$ cat src/rtl/serial_compare_controller.sv
// Purpose : sequences a parallel a/b pair into an external MSB-first bit-serial
//           magnitude comparator and registers its gt/lt/eq verdict.
// Latency : done pulses WIDTH+2 edges after the start edge, or j+3 edges when
//           EARLY_EXIT=1 and bit j (0=MSB) is the first differing bit.
// Backpressure: none; start is only sampled in IDLE and dropped otherwise,
//           so a requester must hold or re-assert start after done.
//
// Ports:
//   clk, reset          rising-edge clock, synchronous active-high reset
//   start, a, b         request and operands, captured on the start edge
//   busy, done          busy in CLEAR/SHIFT/CAPTURE, done is a 1-cycle pulse
//   result_gt/lt/eq     registered verdict, held until next capture or reset
//   cmp_reset, cmp_x/y  drive the external comparator
//   cmp_gt, cmp_lt      sticky flags returned by the comparator

module serial_compare_controller #(
  parameter int WIDTH      = 4,
  parameter bit EARLY_EXIT = 1'b1
) (
  input  logic             clk,
  input  logic             reset,
  input  logic             start,
  input  logic [WIDTH-1:0] a,
  input  logic [WIDTH-1:0] b,
  output logic             busy,
  output logic             done,
  output logic             result_gt,
  output logic             result_lt,
  output logic             result_eq,
  output logic             cmp_reset,
  output logic             cmp_x,
  output logic             cmp_y,
  input  logic             cmp_gt,
  input  logic             cmp_lt
);

  localparam int CW = (WIDTH > 2) ? $clog2(WIDTH) : 1;
  localparam logic [CW-1:0] CNT_LAST = CW'(WIDTH - 1);

  typedef enum logic [2:0] {
    S_IDLE,
    S_CLEAR,
    S_SHIFT,
    S_CAPTURE,
    S_DONE
  } state_t;

  state_t state;
  state_t state_nxt;

  logic [WIDTH-1:0] sa;
  logic [WIDTH-1:0] sb;
  logic [CW-1:0]    cnt;

  // Control strobes decoded from the current state.
  logic load_en;
  logic clear_en;
  logic shift_en;
  logic latch_en;
  logic decided;

  // The comparator flags lag the sampled bit by one cycle, so a decision seen
  // here belongs to a bit already shifted in; nothing is lost by leaving SHIFT.
  assign decided = EARLY_EXIT && (cmp_gt || cmp_lt);

  always_ff @(posedge clk) begin
    if (reset) begin
      state <= S_IDLE;
    end else begin
      state <= state_nxt;
    end
  end

  always_comb begin
    state_nxt = state;
    busy      = 1'b0;
    done      = 1'b0;
    cmp_x     = 1'b0;
    cmp_y     = 1'b0;
    cmp_reset = reset;
    load_en   = 1'b0;
    clear_en  = 1'b0;
    shift_en  = 1'b0;
    latch_en  = 1'b0;

    case (state)
      S_IDLE: begin
        if (start) begin
          load_en   = 1'b1;
          state_nxt = S_CLEAR;
        end
      end

      S_CLEAR: begin
        busy      = 1'b1;
        cmp_reset = 1'b1;
        clear_en  = 1'b1;
        state_nxt = S_SHIFT;
      end

      S_SHIFT: begin
        busy     = 1'b1;
        cmp_x    = sa[WIDTH-1];
        cmp_y    = sb[WIDTH-1];
        shift_en = 1'b1;
        // An early decision wins over the last-bit exit.
        if (decided) begin
          latch_en  = 1'b1;
          state_nxt = S_DONE;
        end else if (cnt == CNT_LAST) begin
          state_nxt = S_CAPTURE;
        end
      end

      S_CAPTURE: begin
        // Flags now cover the final bit sampled on the previous edge.
        busy      = 1'b1;
        latch_en  = 1'b1;
        state_nxt = S_DONE;
      end

      S_DONE: begin
        done      = 1'b1;
        state_nxt = S_IDLE;
      end

      default: begin
        state_nxt = S_IDLE;
      end
    endcase
  end

  always_ff @(posedge clk) begin
    if (reset) begin
      sa        <= '0;
      sb        <= '0;
      cnt       <= '0;
      result_gt <= 1'b0;
      result_lt <= 1'b0;
      result_eq <= 1'b0;
    end else begin
      if (load_en) begin
        sa <= a;
        sb <= b;
      end

      if (clear_en) begin
        cnt <= '0;
      end

      if (shift_en) begin
        sa <= {sa[WIDTH-2:0], 1'b0};
        sb <= {sb[WIDTH-2:0], 1'b0};
        // Hold at the last index instead of wrapping; SHIFT exits here anyway.
        if (cnt != CNT_LAST) begin
          cnt <= cnt + CW'(1);
        end
      end

      // Both flags high is latched as-is; eq stays low in that case.
      if (latch_en) begin
        result_gt <= cmp_gt;
        result_lt <= cmp_lt;
        result_eq <= ~cmp_gt & ~cmp_lt;
      end
    end
  end

endmodule

$ cat config.mk
export PLATFORM = sky130hd
export DESIGN_NAME = serial_compare_controller
export DESIGN_NICKNAME = d
export VERILOG_FILES = /design/src/rtl/serial_compare_controller.sv
export SDC_FILE = /design/constraint.sdc
export NUM_CORES = 1
export LEC_CHECK = 0
export ABC_AREA = 1
export CAP_MARGIN = 20
export CELL_PAD_IN_SITES_DETAIL_PLACEMENT = 0
export CELL_PAD_IN_SITES_GLOBAL_PLACEMENT = 1
export CORE_MARGIN = 3
export CORE_UTILIZATION = 37
export CTS_BUF_LIST = sky130_fd_sc_hd__clkbuf_2
export CTS_CLUSTER_SIZE = 10
export DETAILED_ROUTE_END_ITERATION = 12
export GPL_TIMING_DRIVEN = 0
export HOLD_SLACK_MARGIN = 0.03
export PLACE_DENSITY_LB_ADDON = 0.1
export SYNTH_ARGS = -nofsm -noshare
export SYNTH_HDL_FRONTEND = slang
export SYNTH_SLANG_ARGS = --single-unit
$ cat constraint.sdc
create_clock -name clk -period 2.4 [get_ports clk]
set_clock_uncertainty 0.1 [all_clocks]
set_input_delay 0.6 -clock clk [delete_from_list [all_inputs] [get_ports clk]]
set_output_delay 0.6 -clock clk [all_outputs]
set_load 0.005 [all_outputs]
### Word-level counts from Yosys, hierarchy flattened

Cells that the tools add are included.

| word-level totals | value |
|---|---|
| bits in registers | 16 |
| output and inout port bits | 8 |

| cells by class | value |
|---|---|
| $add $sub $neg | 1 |
| eq/ne operators | 8 |
| multiplexer cells | 22 |
| bitwise operators | 3 |
| reduce and logical (&&, ||, !) cells | 6 |

Operators by type and width:

| operator | count |
|---|---|
| $mux 4 | 4 |
| $pmux 3 s4 | 1 |
| $mux 1 | 10 |
| $mux 3 | 3 |
| $eq 3x2->1 const B | 2 |
| $mux 2 | 3 |
| $ne 2x2->1 const B | 2 |
| $eq 3x1->1 const B | 1 |
| $eq 3x3->1 const B | 1 |
| $logic_not 3->1 | 1 |
| $ne 3x3->1 const B | 1 |
| $reduce_or 3->1 | 1 |
| $add 2x1->2 const B | 1 |
| $eq 2x2->1 const B | 1 |
| $not 1->1 | 2 |
| $pmux 1 s2 | 1 |
| $reduce_and 2->1 | 1 |
| $reduce_bool 2->1 | 1 |
| $reduce_or 2->1 | 1 |
| $and 1x1->1 | 1 |
| $logic_or 1x1->1 | 1 |

### Logic depth before layout (Yosys ltp)

Gate-level depths: netlist of run 1.

| depth | value |
|---|---|
| depth in word-level cells | 5 |
| gate-level depth with buffers | 7 |
| depth with buffers taken out | 7 |

### Worst setup path before layout of run 1

Ideal clock, no wire load.

| path | value |
|---|---|
| kind | input to output |
| from | input port reset |
| to | output port cmp_reset |
| arrival time | 0.964 ns |
| data required time | 1.700 ns |
| setup slack | 0.736 ns |
| stages on the path | 3 |
| cells stage by stage | buf_4 -> inv_1 -> nand2_1 |

| on the way | value |
|---|---|
| longest elaborated chain between the ends | 1 |

RTL lines:

| element | RTL line | RTL |
|---|---|---|
| start: declaration | 21 | `input logic reset,` |
| $mux 1 | 86 | `case (state)` |
| end: declaration | 30 | `output logic cmp_reset,` |

No other way between the ends.

### Worst setup path after layout of run 1

| path | value |
|---|---|
| from | register state[2] |
| to | output port cmp_reset |

| on the way | value |
|---|---|
| longest elaborated chain between the ends | 2 |

RTL lines:

| element | RTL line | RTL |
|---|---|---|
| start: declaration | 48 | `state_t state;` |
| start signal: assignment | 70 | `state <= state_nxt;` |
| $eq 3x1->1 | 86 |  |
| $mux 1 | 86 |  |

No other way between the ends.

==> reports/metrics.cfg, run 1 <==
[final_layout]
drive_above_1_share = 0.153
ff_latch_area_um2 = 327
syn2layout_area_growth_pct = 30.9
n_antenna_cell = 0
final_common_cell = nand2_1
n_fill_cell = 219
layout_common_cells = 32 x nand2_1, 22 x nor2_1, 19 x clkdlybuf4s50_1
multi_input_area_um2 = 437
fin_nets = 159

[clocking]
htree_levels = 1
cts_max_path_buffers = 2
clk_pin_slew_ps = 170
ctsRootBufferMaster = clkbuf_2
cts_sinks = 16
clk_latency_ps = 300
cts_tree = built
cts_made_buffers = 3

[power_and_ir_drop]
vdd_ir_drop_max_mv = 0.283
combinationalPowerShare = 0.316
p_switching_w = 0.000224
power_density_nw_per_um2 = 599
seqPwrFrac = 0.491
power.total_w = 0.000651
p_leak_nw = 0.480
switching_share = 0.345
internal-power_w = 0.000427
p_clk_frac = 0.193

[worst_setup_path]
crit_required_ps = 1700
crit_end = cmp_reset
worstSetupStartpointType = flop
crit_arrival_ps = 1590
slowest_delay_ps = 500
r2r_end = sb[2]
slowest_stage = clkdlybuf4s50_1
worstRegToRegCells = 7
crit_fanout = 10
cp_top_family = buffers and inverters
cp_num_buf_inv = 2
crit_type = reg2out
r2r_slack_ps = 1030
crit_path_start = state[2]
cp.depth = 4
crit_chain = inv_4 -> nand3_1 -> nand2_1 -> clkdlybuf4s50_1
end_kind = primary output
r2r-start = state[1]

[sta]
setup_violations = 0
whs_ps = 363
max_freq_mhz = 437
setup_tns_ps = 0
max_slew_margin = 0.809
worstMarginPinSlew_ps = 284
drv_slew = 0
hold_viol = 0
post-route-min-period_ps = 2290
rsz0062_at_grt = no
post-route-period-util = 0.954

[drt]
drc = 0
drt-initial-drc-count = 18
antenna_left = 0
vias_per_cell = 4.57
firstDrtPassIters = 4
num_vias = 782
detail_route.wl_per_cell_um = 10.5
routed_wl_um = 1800

[logic_synthesis]
syn_area_per_cell_um2 = 6.92
netlist_area_um2 = 831
syn_inst = 120
synth-seq-cells = 16
syn-num-nets = 134
yosysSeqAreaShare = 0.386
ys_types = 21
yosys_warnings = 0

[grt]
grt_max_degree = 11
overflow = 0
antenna_found_initial = 0
track_usage = 0.147
grt_pass1_vias = 707
grt_pass1_wl_um = 3030

[status]
status = complete, no violations

[placed_design]
gp_congestion = 0.738
dp_hpwl_um = 1320
io_buffers = 19

[die]
dieArea_um2 = 2850
ios = 21
fp.dieW_um = 53.4
placementRows = 16
coreArea_um2 = 2040
start_util = 0.407
fp.dieH_um = 53.4

[hold_path]
hold_path_depth = 2
hold_class = reg2reg

[job]
drv_cap = 0

-- sequential cells by signal (all words and copies together), names as in the netlist --
| name | count |
|---|---|
| sa | 4 |
| sb | 4 |
| state | 3 |
| cnt | 2 |
| result_eq | 1 |
| result_gt | 1 |
| result_lt | 1 |
-- worst min-delay path, delay by kind of cell (launching register included) --
kind                   cells  cell delay, ps
DFF                        1             340
buffers and inverters      1              50
AOI/OAI and AO/OA          1              50
-- Yosys cell counts --
library cell	n	area, um^2
inv_1	13	48.8
nand2_1	32	120
nor2_1	22	82.6
a21oi_1	6	30.0
nand3b_1	1	7.51
nand3_4	1	17.5
nand3_1	4	20.0
dfxtp_1	16	320
o21ai_0	3	15.0
nor3_1	1	5.00
ha_1	1	12.5
nor2_4	3	33.8
or2_2	1	6.26
nand2_2	1	6.26
inv_4	1	6.26
o21ai_1	1	5.00
nand4_1	5	31.3
nand3_2	1	10.0
nand2_4	3	33.8
inv_2	3	11.3
buf_4	1	7.51
-- area by class of cell --
class / count / area share
Buffer: 1 / 0.00690
Clock buffer: 3 / 0.0138
Clock inverter: 1 / 0.00345
Inverter: 17 / 0.0610
Multi-Input combinational cell: 86 / 0.402
Sequential cell: 16 / 0.300
Tap cell: 27 / 0.0311
Timing Repair Buffer: 20 / 0.182
-- layer usage --
metal | share of wire | global-route usage
met2 | 0.46 | 0.220
met5 | 0 | 0
met1 | 0.49 | 0.199
met4 | 0.012 | 0.0766
met3 | 0.041 | 0.0254
-- logic make-up (layout without fill, tap and decap cells) --
group,after synthesis,in the layout,synth area share
fa+ha+maj,1,1,0.0151
compound gates,10,10,0.0602
flops,16,16,0.386
buf+inv,18,42,0.0889
simple gates,75,75,0.450
-- how the worst min path moves through the flow --
stage                    from         to  slack (ps)
floorplan               sa[0]      sa[0]         340
global placement    result_eq  result_eq         340
detailed placement  result_eq  result_eq         350
CTS                 result_eq  result_eq         370
finish              result_eq  result_eq         360
global route            sb[0]      sb[0]         400
-- power by group through the flow --
stage / sequential (W) / clock [W] / combinational (W)
after detailed placement: 0.000326 / 0 / 0.000204
after floorplan: 0.000322 / 0 / 0.000134
after global placement: 0.000324 / 0 / 0.000201
after global routing: 0.000323 / 0.000141 / 0.000237
final: 0.000319 / 0.000126 / 0.000206
after CTS: 0.000321 / 0.000132 / 0.000205
-- repair_timing --
item                                    4_1_cts  5_1_grt
hold buffers                                  0        0
resized for setup                             2        2
setup buffers                                 0        1
endpoints found under the setup margin        3        3
pin swaps                                     0        0
-- stage by stage --
step                      std cells  utilization  setup slack [ps]  area (um^2)
after floorplan                 120            -               736          831
after global placement          166        0.517               187         1050
after detailed placement        166        0.517               184         1050
after CTS                       170        0.527              47.2         1080
after global routing            171        0.532              1.82         1090
final                           171        0.532               109         1090
(Power assumes the default switching activity.)
==> run 2: changes to the inputs <==
--- a/config.mk
+++ b/config.mk
@@ -10,13 +10,14 @@
 export CELL_PAD_IN_SITES_DETAIL_PLACEMENT = 0
 export CELL_PAD_IN_SITES_GLOBAL_PLACEMENT = 1
 export CORE_MARGIN = 3
-export CORE_UTILIZATION = 37
+export CORE_UTILIZATION = 35
 export CTS_BUF_LIST = sky130_fd_sc_hd__clkbuf_2
 export CTS_CLUSTER_SIZE = 10
 export DETAILED_ROUTE_END_ITERATION = 12
 export GPL_TIMING_DRIVEN = 0
 export HOLD_SLACK_MARGIN = 0.03
 export PLACE_DENSITY_LB_ADDON = 0.1
+export SLEW_MARGIN = 5
 export SYNTH_ARGS = -nofsm -noshare
 export SYNTH_HDL_FRONTEND = slang
 export SYNTH_SLANG_ARGS = --single-unit
==> reports/metrics.cfg, run 2 (synthesized netlist as in run 1, its figures left out) <==
[status]
status = complete, no violations

[sta]
setup_violations = 0  ; unchanged
rsz0062_at_grt = no
hold_viol = 0  ; unchanged
worstMarginPinSlew_ps = 290  ; +5.72 ps
max_slew_margin = 0.805  ; -0.00384
drv_slew = 0  ; unchanged
max_freq_mhz = 439  ; +0.68%
post-route-period-util = 0.948  ; -0.00642
post-route-min-period_ps = 2280  ; -15.4 ps
setup_tns_ps = 0  ; unchanged

[grt]
grt_pass1_wl_um = 2810  ; -7.3%
grt_max_degree = 11  ; unchanged
grt_pass1_vias = 659  ; -6.8%
antenna_found_initial = 0  ; unchanged
track_usage = 0.132  ; -0.0158
overflow = 0  ; unchanged

[worst_setup_path]
crit_required_ps = 1700  ; about the same
crit_arrival_ps = 1580  ; about the same
end_kind = primary output
crit_fanout = 8  ; -2
worstSetupStartpointType = flop
crit_type = reg2out

[clocking]
cts_sinks = 16  ; unchanged
cts_max_path_buffers = 2  ; unchanged
cts.hold.buffers_added = 0  ; unchanged
clk_latency_ps = 290  ; about the same
cts_tree = built
htree_levels = 1  ; unchanged
clk_pin_slew_ps = 150  ; -20 ps
cts_made_buffers = 3  ; unchanged
ctsRootBufferMaster = clkbuf_2

[drt]
vias_per_cell = 4.55  ; -0.45%
firstDrtPassIters = 4  ; unchanged
antenna_left = 0  ; unchanged
drt-initial-drc-count = 7  ; -11
routed_wl_um = 1800  ; about the same
detail_route.wl_per_cell_um = 10.5  ; -0.53%
drc = 0  ; unchanged
num_vias = 783  ; +0.13%

[hold_path]
hold_class = reg2reg

[die]
placementRows = 17  ; +1
dieArea_um2 = 2990  ; +5.1%
fp.dieW_um = 54.7  ; +2.5%
start_util = 0.372  ; -0.0349
fp.dieH_um = 54.7  ; +2.5%
ios = 21  ; unchanged
coreArea_um2 = 2230  ; +9.4%

[placed_design]
io_buffers = 19  ; unchanged
dp_hpwl_um = 1290  ; -2.5%
gp_congestion = 0.753  ; +2.1%

[power_and_ir_drop]
p_leak_nw = 0.483  ; +0.52%
vdd_ir_drop_max_mv = 0.280  ; -1.2%
power.total_w = 0.000649  ; -0.31%
power_density_nw_per_um2 = 594  ; -0.77%

[final_layout]
fin_nets = 160  ; +0.63%
final_common_cell = nand2_1
syn2layout_area_growth_pct = 31.5
largestRegisters = sa: 4 flops, sb: 4 flops, state: 3 flops
ff_latch_area_um2 = 327  ; unchanged
multi_input_area_um2 = 437  ; unchanged
layout_common_cells = 32 x nand2_1, 22 x nor2_1, 19 x clkdlybuf4s50_1
drive_above_1_share = 0.160  ; +0.00694
n_antenna_cell = 0  ; unchanged
n_fill_cell = 239  ; +9.1%

[job]
drv_cap = 0  ; unchanged

[run 2: cell types whose count changed in the layout (fill, tap and decap cells not counted)]
| cell | before | now |
|---|---|---|
| buf_4 | 2 | 3 |
| clkinv_1 | 1 | 0 |
[run 2: area by class of cell]
| cell class | instances | area share |
|---|---|---|
| multi-input combinational | 86 | 0.400 |
| timing repair buffer | 21 | 0.188 |
| clock buffer | 3 | 0.0137 |
| tap | 28 | 0.0321 |
| buffer | 1 | 0.00687 |
| sequential | 16 | 0.299 |
| inverter | 17 | 0.0607 |
[run 2: through the flow]
stage	utilization	cells	hold slack (ps)	area, um^2	setup WS (ps)
floorplan	-	120	343	831	736
global route	0.489	172	372	1090	7.55
global placement	0.473	167	336	1060	171
finish	0.489	172	360	1090	125
detailed placement	0.473	167	345	1060	188
CTS	0.480	170	366	1070	14.3
[run 2: power by group]
part,switching (W),internal (W)
logic,0.000113,0.0000963
registers,0.0000226,0.000297
clock network,0.0000858,0.0000341
[run 2: final timing paths]
kind         slack, ps  depth (start not counted)  startpoint         to
max                120                          5    state[1]      cmp_y
max reg2reg       1080                          6    state[2]   state[0]
min reg2reg        360                          2   result_eq  result_eq
min                360                          2   result_eq  result_eq
[run 2: what timing repair did]
action                                  4_1_cts  5_1_grt
setup buffers                                 0        2
gates resized for setup                       1        3
pin swaps                                     0        1
endpoints found under the setup margin        2        3
[run 2: critical path, stage by stage (launching register included)]
cell and delay (ps):
dfxtp_4 400, inv_2 50, nor2_4 130, nand2_4 100, nor2_1 100, clkdlybuf4s50_1 510
[run 2: routing by layer]
metal	global-route usage	part of all wire	routed length (um)	vias to the layer above
met5	0	0	0	-
met4	0.0747	0.022	39	0
met3	0.0245	0.042	76	5
li1	-	-	-	422
met1	0.171	0.50	904	339
met2	0.201	0.43	777	17
